## config.mk

```make
export PLATFORM = sky130hd
export DESIGN_NAME = controle_botoes_flat
export DESIGN_NICKNAME = d
export VERILOG_FILES = /design/src/rtl/controle_botoes_if.sv /design/src/rtl/controle_botoes.sv /design/src/flat_wrapper.sv
export SDC_FILE = /design/constraint.sdc
export NUM_CORES = 1
export LEC_CHECK = 0
export ABC_AREA = 0
export CAP_MARGIN = 20
export CORE_AREA = 5 5 98 77
export DETAILED_ROUTE_END_ITERATION = 6
export DIE_AREA = 0 0 103 82
export DONT_BUFFER_PORTS = 1
export PLACE_DENSITY_LB_ADDON = 0.15
export SYNTH_ARGS = -nofsm -noshare
export SYNTH_HDL_FRONTEND = slang
export SYNTH_SLANG_ARGS = --single-unit
export TNS_END_PERCENT = 100
```

## constraint.sdc

```tcl
create_clock -name Clk -period 2.5 [get_ports Clk]
set_input_delay 0.375 -clock Clk [delete_from_list [all_inputs] [get_ports Clk]]
set_output_delay 0.375 -clock Clk [all_outputs]
set_load 0.03 [all_outputs]
```

## src/rtl/controle_botoes_if.sv

```systemverilog
// controle_botoes_if: raw button / sequencer signals of the buzzer player control front end
interface controle_botoes_if;
   logic       btn_play;
   logic       btn_stop;
   logic       fim_musica;
   logic       play;
   logic       stop;
   logic [1:0] estado;
   logic       led_tocando;
   modport master (output btn_play, btn_stop, fim_musica, input play, stop, estado, led_tocando);
   modport slave (input btn_play, btn_stop, fim_musica, output play, stop, estado, led_tocando);
endinterface

```

## src/rtl/controle_botoes.sv

```systemverilog
// controle_botoes: debounced PLAY/STOP buttons driving a PARADO/TOCANDO/PAUSADO player FSM
module controle_botoes #(
   parameter int DEBOUNCE_CYCLES = 1_000_000,
   parameter bit BTN_ACTIVE_LOW  = 1'b1
) (
   input logic              Clk,
   input logic              Reset,
   controle_botoes_if.slave bus
);
   localparam int            CW       = $clog2(DEBOUNCE_CYCLES);
   localparam logic [CW-1:0] CNT_LAST = CW'(DEBOUNCE_CYCLES - 1);
   localparam logic [1:0]    RELEASED = {2{BTN_ACTIVE_LOW}};
   typedef enum logic [1:0] {PARADO = 2'b00, TOCANDO = 2'b01, PAUSADO = 2'b10} estado_t;
   // bit 0 is PLAY, bit 1 is STOP throughout
   logic [1:0]          raw, pressed;
   logic [1:0]          s1_q, s1_d, s2_q, s2_d, stable_q, stable_d, ev_q, ev_d;
   logic [1:0][CW-1:0]  cnt_q, cnt_d;
   estado_t             state_q, state_d;
   logic                stop_q, stop_d;
   assign raw     = {bus.btn_stop, bus.btn_play};
   assign pressed = BTN_ACTIVE_LOW ? ~s2_q : s2_q;
   // two-flop synchroniser, then a counter that must see DEBOUNCE_CYCLES differing cycles in a row
   always_comb begin
      s1_d     = raw;
      s2_d     = s1_q;
      stable_d = stable_q;
      cnt_d    = cnt_q;
      ev_d     = '0;
      for (int i = 0; i < 2; i++) begin
         if (pressed[i] == stable_q[i]) cnt_d[i] = '0;
         else if (cnt_q[i] == CNT_LAST) begin
            stable_d[i] = pressed[i];
            cnt_d[i]    = '0;
            ev_d[i]     = pressed[i];
         end else cnt_d[i] = cnt_q[i] + CW'(1);
      end
   end
   // player state: stop beats end-of-song beats play toggle
   always_comb begin
      state_d = state_q;
      stop_d  = ev_q[1];
      if (ev_q[1]) state_d = PARADO;
      else if (bus.fim_musica && state_q == TOCANDO) state_d = PARADO;
      else if (ev_q[0]) state_d = (state_q == TOCANDO) ? PAUSADO : TOCANDO;
   end
   // all state registers, synchronous reset to idle with buttons released
   always_ff @(posedge Clk) begin
      if (Reset) begin
         s1_q     <= RELEASED;
         s2_q     <= RELEASED;
         stable_q <= '0;
         cnt_q    <= '0;
         ev_q     <= '0;
         state_q  <= PARADO;
         stop_q   <= 1'b0;
      end else begin
         s1_q     <= s1_d;
         s2_q     <= s2_d;
         stable_q <= stable_d;
         cnt_q    <= cnt_d;
         ev_q     <= ev_d;
         state_q  <= state_d;
         stop_q   <= stop_d;
      end
   end
   assign bus.play        = (state_q == TOCANDO);
   assign bus.led_tocando = (state_q == TOCANDO);
   assign bus.estado      = state_q;
   assign bus.stop        = stop_q;
endmodule
```

## src/flat_wrapper.sv

```systemverilog
// flat-port wrapper written by rule: the top's interface ports become plain ports
module controle_botoes_flat 
#(
   parameter int DEBOUNCE_CYCLES = 1_000_000,
   parameter bit BTN_ACTIVE_LOW  = 1'b1
)
  (Clk, Reset, bus_btn_play, bus_btn_stop, bus_fim_musica, bus_play, bus_stop, bus_estado, bus_led_tocando);
  controle_botoes_if bus_i ();
  input logic Clk;
  input logic Reset;
  input wire logic [$bits(bus_i.btn_play)-1:0] bus_btn_play;
  input wire logic [$bits(bus_i.btn_stop)-1:0] bus_btn_stop;
  input wire logic [$bits(bus_i.fim_musica)-1:0] bus_fim_musica;
  output wire logic [$bits(bus_i.play)-1:0] bus_play;
  output wire logic [$bits(bus_i.stop)-1:0] bus_stop;
  output wire logic [$bits(bus_i.estado)-1:0] bus_estado;
  output wire logic [$bits(bus_i.led_tocando)-1:0] bus_led_tocando;
  assign bus_i.btn_play = bus_btn_play;
  assign bus_i.btn_stop = bus_btn_stop;
  assign bus_i.fim_musica = bus_fim_musica;
  assign bus_play = bus_i.play;
  assign bus_stop = bus_i.stop;
  assign bus_estado = bus_i.estado;
  assign bus_led_tocando = bus_i.led_tocando;
  controle_botoes #(.DEBOUNCE_CYCLES(DEBOUNCE_CYCLES), .BTN_ACTIVE_LOW(BTN_ACTIVE_LOW)) u_core (.Clk(Clk), .Reset(Reset), .bus(bus_i));
endmodule
```

==> metrics.cfg, run 1 <==
[cts]
clkLatencyLatePin_ns = 0.29
clock-root-buffer = clkbuf_8
hold_buffers = 0
post_cts_resized = 0
clk_pin_slew_ns = 0.09
max-clock-path-buffers = 2
cts_tree = built
cts-htree-levels = 2
cts_buffers = 5
post_cts_buffers = 0
clock-sinks = 51

[global_route]
grt_pass1_vias = 1532
grt-busiest-layer = met1
grt_use_met1_pct = 16.1
grt_max_degree = 21
grt_pass1_wl_mm = 7.18
grt-ovfl-total = 0
antenna_found_initial = 0
use_met2_pct = 14.1
met3_usage_pct = 3.82
grt_use_total_pct = 10.8

[pwr]
leakage_nw = 0.693
power_density_mw_per_mm2 = 553
finalPower_w = 0.00134
irDropWorstVdd_mv = 0.219

[drt]
num_vias = 1661
drc = 0
drt_wl_total_mm = 4.00
avgViaCountPerCell = 4.93
first_pass_iters = 4
postRouteAntennaNets = 0
wl_per_cell_um = 11.9
drtIter0Drc = 139

[floorplan]
die_h_um = 82
fp.dieW_um = 103
design.portCount = 10
core_mm2 = 0.00657
start_util_pct = 33.7
placementRows = 26
die-area_mm2 = 0.00845

[run_status]
status = complete, no violations

[placement]
hpwl_mm = 2.90
io_buffers = 0
place_ws_ns = 0.472
placedInstanceArea_mm2 = 0.00232
gp_congestion = 0.754

[synthesis]
async_flop_share_pct = 0
avgSynthCellArea_um2 = 8.96
ys_types = 36
synth_area_mm2 = 0.00221
ys_seq_area_share_pct = 46.2
synth_cells = 247
synth_top_area_share_pct = 46.2
synth.area.top_cells = dfxtp_1 46%, xnor2_1 7.1%, nor2_1 5.6%
ys_warn_count = 0
synth_edf_count = 0
yosysMostFrequentCell = dfxtp_1
synth_nets = 254
synth-seq-cells = 51
yosysTopAreaCell = dfxtp_1
ys_top_cells_by_count = 51 x dfxtp_1, 33 x nor2_1, 18 x xnor2_1
synth_top_flop_cell = dfxtp_1

[setup_path]
crit_path_max_fanout = 7
cp.arrival_ns = 2.27
crit_path_start_kind = flip-flop
cp-end-kind = flip-flop
worstPathRequired_ns = 2.74
worstSetupPathType = reg2reg

[timing]
timing.final.crit_period_ns = 2.03
setup_violations = 0
layout_worst_path_cycle_share_pct = 81.3
rsz0062_at_grt = no
tns_ns = 0
slew_headroom_pct = 74.9
slew_viol_final = 0
finalClockSkew_ns = 0.00880
final_hold_viol_count = 0
max_freq_mhz = 492
tightest_slew_ns = 0.376
final.setup.worst_slack_ns = 0.467

[cells_and_area]
antenna_cells = 0
drive_gt1_share_pct = 11.1
multi_input_area_mm2 = 0.00112
finish.utilization_pct = 36.9
final_area_mm2 = 0.00242
nNetsFinal = 259
fillers = 683
seqCellArea_mm2 = 0.00102
syn_to_final_growth_pct = 9.62

[job]
max-cap-violations = 0

[hold_path]
hold_class = in2reg

[path summary, 6_finish.rpt]
check / startpoint / to / slack [ns] / cells after the start
setup / recovery: u_core.cnt_q[3] / u_core.cnt_q[17] / 0.47 / 4
hold / removal: Reset / u_core.bus.stop / 0.13 / 1
setup reg to reg: u_core.cnt_q[3] / u_core.cnt_q[17] / 0.47 / 4
hold reg to reg: u_core.s1_q[1] / u_core.s2_q[1] / 0.42 / 1
[cells by family after synthesis]
family / after synthesis / synth area share (%)
and+or+nand+nor: 118 / 29.8
DFF: 51 / 46.2
AOI/OAI and AO/OA: 33 / 9.22
xor gates and xnor gates: 26 / 10.3
buffers and inverters: 17 / 3.39
adders and majority gates: 2 / 1.13
[through the flow]
stage               cells  hold slack (ns)
floorplan             247            0.389
global placement      329            0.391
CTS                   337            0.119
detailed placement    329            0.394
finish                337            0.135
global route          337            0.105
[worst max-delay path, cell delays in order, from the launching register on]
cell     delay, ns
dfxtp_1       0.44
nand4_4       0.15
or4_1         0.70
or4b_4        0.56
a21oi_2       0.13
[where the power goes]
group | switching, W | internal [W]
clock network | 0.000258 | 0.000252
registers | 0.00000265 | 0.000816
logic | 0.00000740 | 0.00000563
[metal layers]
metal	wire length [um]	vias up
met5	0	-
met4	31	0
met3	190	2
met2	1490	23
met1	2290	754
li1	-	882
[area by class of cell]
type / instances / share of cell area (%)
clock buffers: 7 / 3.97
repair buffers: 6 / 1.86
multi-input cells: 179 / 46.0
well taps: 84 / 4.33
inverters: 9 / 1.39
clock inverters: 1 / 0.310
flip-flops and latches: 51 / 42.1
[cells in the final DEF, fill, tap and decap left out, drive strengths merged, types with 2 or more instances in the layout]
cell and count:
nor4 7, clkbuf 7, nand3 14, or4 12, or2 7, nor2b 2
a21oi 16, inv 9, nand4 7, nand2 14, or4b 2, buf 6
ha 2, xor2 8, and4 2, o21ai 10, or3 7, nor2 33
o31ai 5, nor3 6, dfxtp 51, xnor2 18
[flip-flops by register name, indices dropped and copies added (netlist names)]
| name | count |
|---|---|
| u_core.s2_q | 2 |
| u_core.bus.stop | 1 |
| u_core.cnt_q | 40 |
| u_core.stable_q | 2 |
| u_core.s1_q | 2 |
| u_core.ev_q | 2 |
| u_core.bus.estado | 2 |
Note: power is estimated with default switching activity, not from simulation.
==> inputs of run 2 (changes only) <==
==> constraint.sdc (replaced) <==
create_clock -name Clk -period 2 [get_ports Clk]
set_input_delay 0.3 -clock Clk [delete_from_list [all_inputs] [get_ports Clk]]
set_output_delay 0.3 -clock Clk [all_outputs]
set_load 0.03 [all_outputs]
==> run 2 against run 1 <==
  * Final area increased by 8.8%
  * Cell count grew 5.3%
  * Non-clock buffer count increased by 18
  * Count of clock-buffer cells in the layout is 1 lower
  * Via count is 2.9% higher
  * Sequential cell count stayed put
  * Largest cell class unchanged
  * Global-route usage is 0.69 points higher
  * Clock skew is 0.0060 ns higher
  * Die area is the same
  * Critical path depth unchanged
  * Clock power up 62%
==> metrics.cfg, run 2 (synthesis results as in run 1) <==
[cells_and_area]
mostFrequentLayoutCell = dfxtp_1
regMostFlops = u_core.cnt_q
seqCellArea_mm2 = 0.00102
largest_reg_flops = 40
nNetsFinal = 277
multi_input_area_mm2 = 0.00114
finish.utilization_pct = 40.2
fillers = 665
drive_gt1_share_pct = 19.2
antenna_cells = 0
syn_to_final_growth_pct = 19.3
layout_common_cells = 50 x dfxtp_1, 33 x nor2_1, 22 x buf_4

[timing]
slew_viol_final = 0
layout_worst_path_cycle_share_pct = 97.7
max_freq_mhz = 512
rsz0062_at_grt = yes
final_hold_viol_count = 0
final.setup.worst_slack_ns = 0.0460
finalClockSkew_ns = 0.0148
tns_ns = 0
slew_headroom_pct = 74.9
tightest_slew_ns = 0.376
setup_violations = 0
timing.final.crit_period_ns = 1.95

[setup_path]
reg2reg_to = u_core.cnt_q[1]
worstSetupPathType = reg2reg
path_depth = 4
cp.arrival_ns = 2.13
critPathTopFamily = simple AND/OR/NAND/NOR gates
crit_path_frequent_cell = or4_4
worstPathCellList = or4_4 -> or4_4 -> or2_4 -> and3_1
crit_buf_inv = 0
r2r_cells = 4
slowest_stage = or4_4
worstReg2RegStart = u_core.cnt_q[11]
crit_path_max_fanout = 4
rrSetupSlack_ns = 0.05
slowest_delay_ns = 0.57
crit_path_start_kind = flip-flop
cp-end-kind = flip-flop
worstPathRequired_ns = 2.18

[placement]
gp_congestion = 0.804
io_buffers = 0
hpwl_mm = 3.11
place_ws_ns = 0.00564

[floorplan]
die_h_um = 82
placementRows = 26
core_mm2 = 0.00657
fp.dieW_um = 103
die-area_mm2 = 0.00845
design.portCount = 10
start_util_pct = 33.7

[hold_path]
min_to = u_core.stable_q[0]
hold_depth = 1
worstHoldStart = Reset
hold_class = in2reg

[cts]
clock-root-buffer = clkbuf_8
max-clock-path-buffers = 2
clock-sinks = 51
cts-htree-levels = 2
hold_buffers = 0
cts_tree = built
clk_pin_slew_ns = 0.10
cts_buffers = 5
clkLatencyLatePin_ns = 0.30

[global_route]
grt_use_total_pct = 11.4
grt-ovfl-total = 0
grt_pass1_vias = 1596
grt_max_degree = 21
antenna_found_initial = 0
grt_pass1_wl_mm = 7.64

[drt]
first_pass_iters = 4
drc = 0
drt_wl_total_mm = 4.28
avgViaCountPerCell = 4.81
wl_per_cell_um = 12.1
drtIter0Drc = 56
num_vias = 1709
postRouteAntennaNets = 0

[job]
max-cap-violations = 0

[pwr]
irDropWorstVdd_mv = 0.295
leakage_nw = 0.817
power_density_mw_per_mm2 = 709

[run_status]
status = complete, no violations

run 2: cell types whose count changed in the layout (fill, tap and decap cells not counted), moves of 2 or more:
cell       before  now
buf_12          0    2
or4_1          10    6
bufinv_16       0    2
clkbuf_8        7    5
or4_4           2    6
buf_4           6   22
run 2: layer usage:
metal | GRT usage (%) | part of all wire, %
met5 | 0 | 0
met4 | 3.10 | 0.89
met3 | 3.06 | 3.6
met2 | 15.6 | 38
met1 | 17.4 | 58
run 2: worst max-delay path by stage:
| stage | startpoint | end | slack (ns) |
|---|---|---|---|
| 4_1_cts | u_core.cnt_q[8] | u_core.cnt_q[1] | 0.03 |
| 3_5_place_dp | u_core.cnt_q[4] | u_core.cnt_q[17] | 0.006 |
| 6_report | u_core.cnt_q[11] | u_core.cnt_q[1] | 0.05 |
| 5_1_grt | u_core.cnt_q[11] | u_core.cnt_q[1] | -0.005 |
| 2_1_floorplan | u_core.cnt_q[13] | u_core.cnt_q[10] | 0.03 |
| 3_3_place_gp | u_core.cnt_q[4] | u_core.cnt_q[17] | 0.05 |
run 2: through the flow:
stage / hold WS [ns] / instance area (um^2) / total power, W / cells
6_report: 0.0550 / 2640 / 0.00187 / 355
2_1_floorplan: 0.389 / 2210 / 0.00106 / 247
5_1_grt: 0.0289 / 2640 / 0.00195 / 355
3_3_place_gp: 0.373 / 2480 / 0.00107 / 347
4_1_cts: 0.0411 / 2620 / 0.00190 / 355
3_5_place_dp: 0.374 / 2480 / 0.00107 / 347
run 2: area by class of cell:
cell class,instances,share of cell area [%]
timing repair buffer,24,7.78
tap,84,3.98
multi-input combinational,179,43.2
clock inverter,2,2.28
clock buffer,6,2.75
sequential,51,38.7
inverter,9,1.28
run 2: power by group:
part | internal [W] | switching, W | total, W | leakage, nW
registers | 0.00102 | 0.00000283 | 0.00102 | 0.412
clock network | 0.000500 | 0.000328 | 0.000828 | 0.0654
logic | 0.0000105 | 0.0000108 | 0.0000212 | 0.339
total | 0.00153 | 0.000342 | 0.00187 | 0.817
run 2: what timing repair did:
action | in CTS | in global routing
setup buffers | 0 | 0
pin swaps | 0 | 1
resized for setup | 1 | 6
endpoints found under the setup margin | 1 | 22
==> inputs of run 3 (changes only) <==
--- a/config.mk
+++ b/config.mk
@@ -15,4 +15,3 @@
 export SYNTH_ARGS = -nofsm -noshare
 export SYNTH_HDL_FRONTEND = slang
 export SYNTH_SLANG_ARGS = --single-unit
-export TNS_END_PERCENT = 100
==> results of run 3 <==
Same layout as run 2: the final DEF is identical, and so are final timing and power.
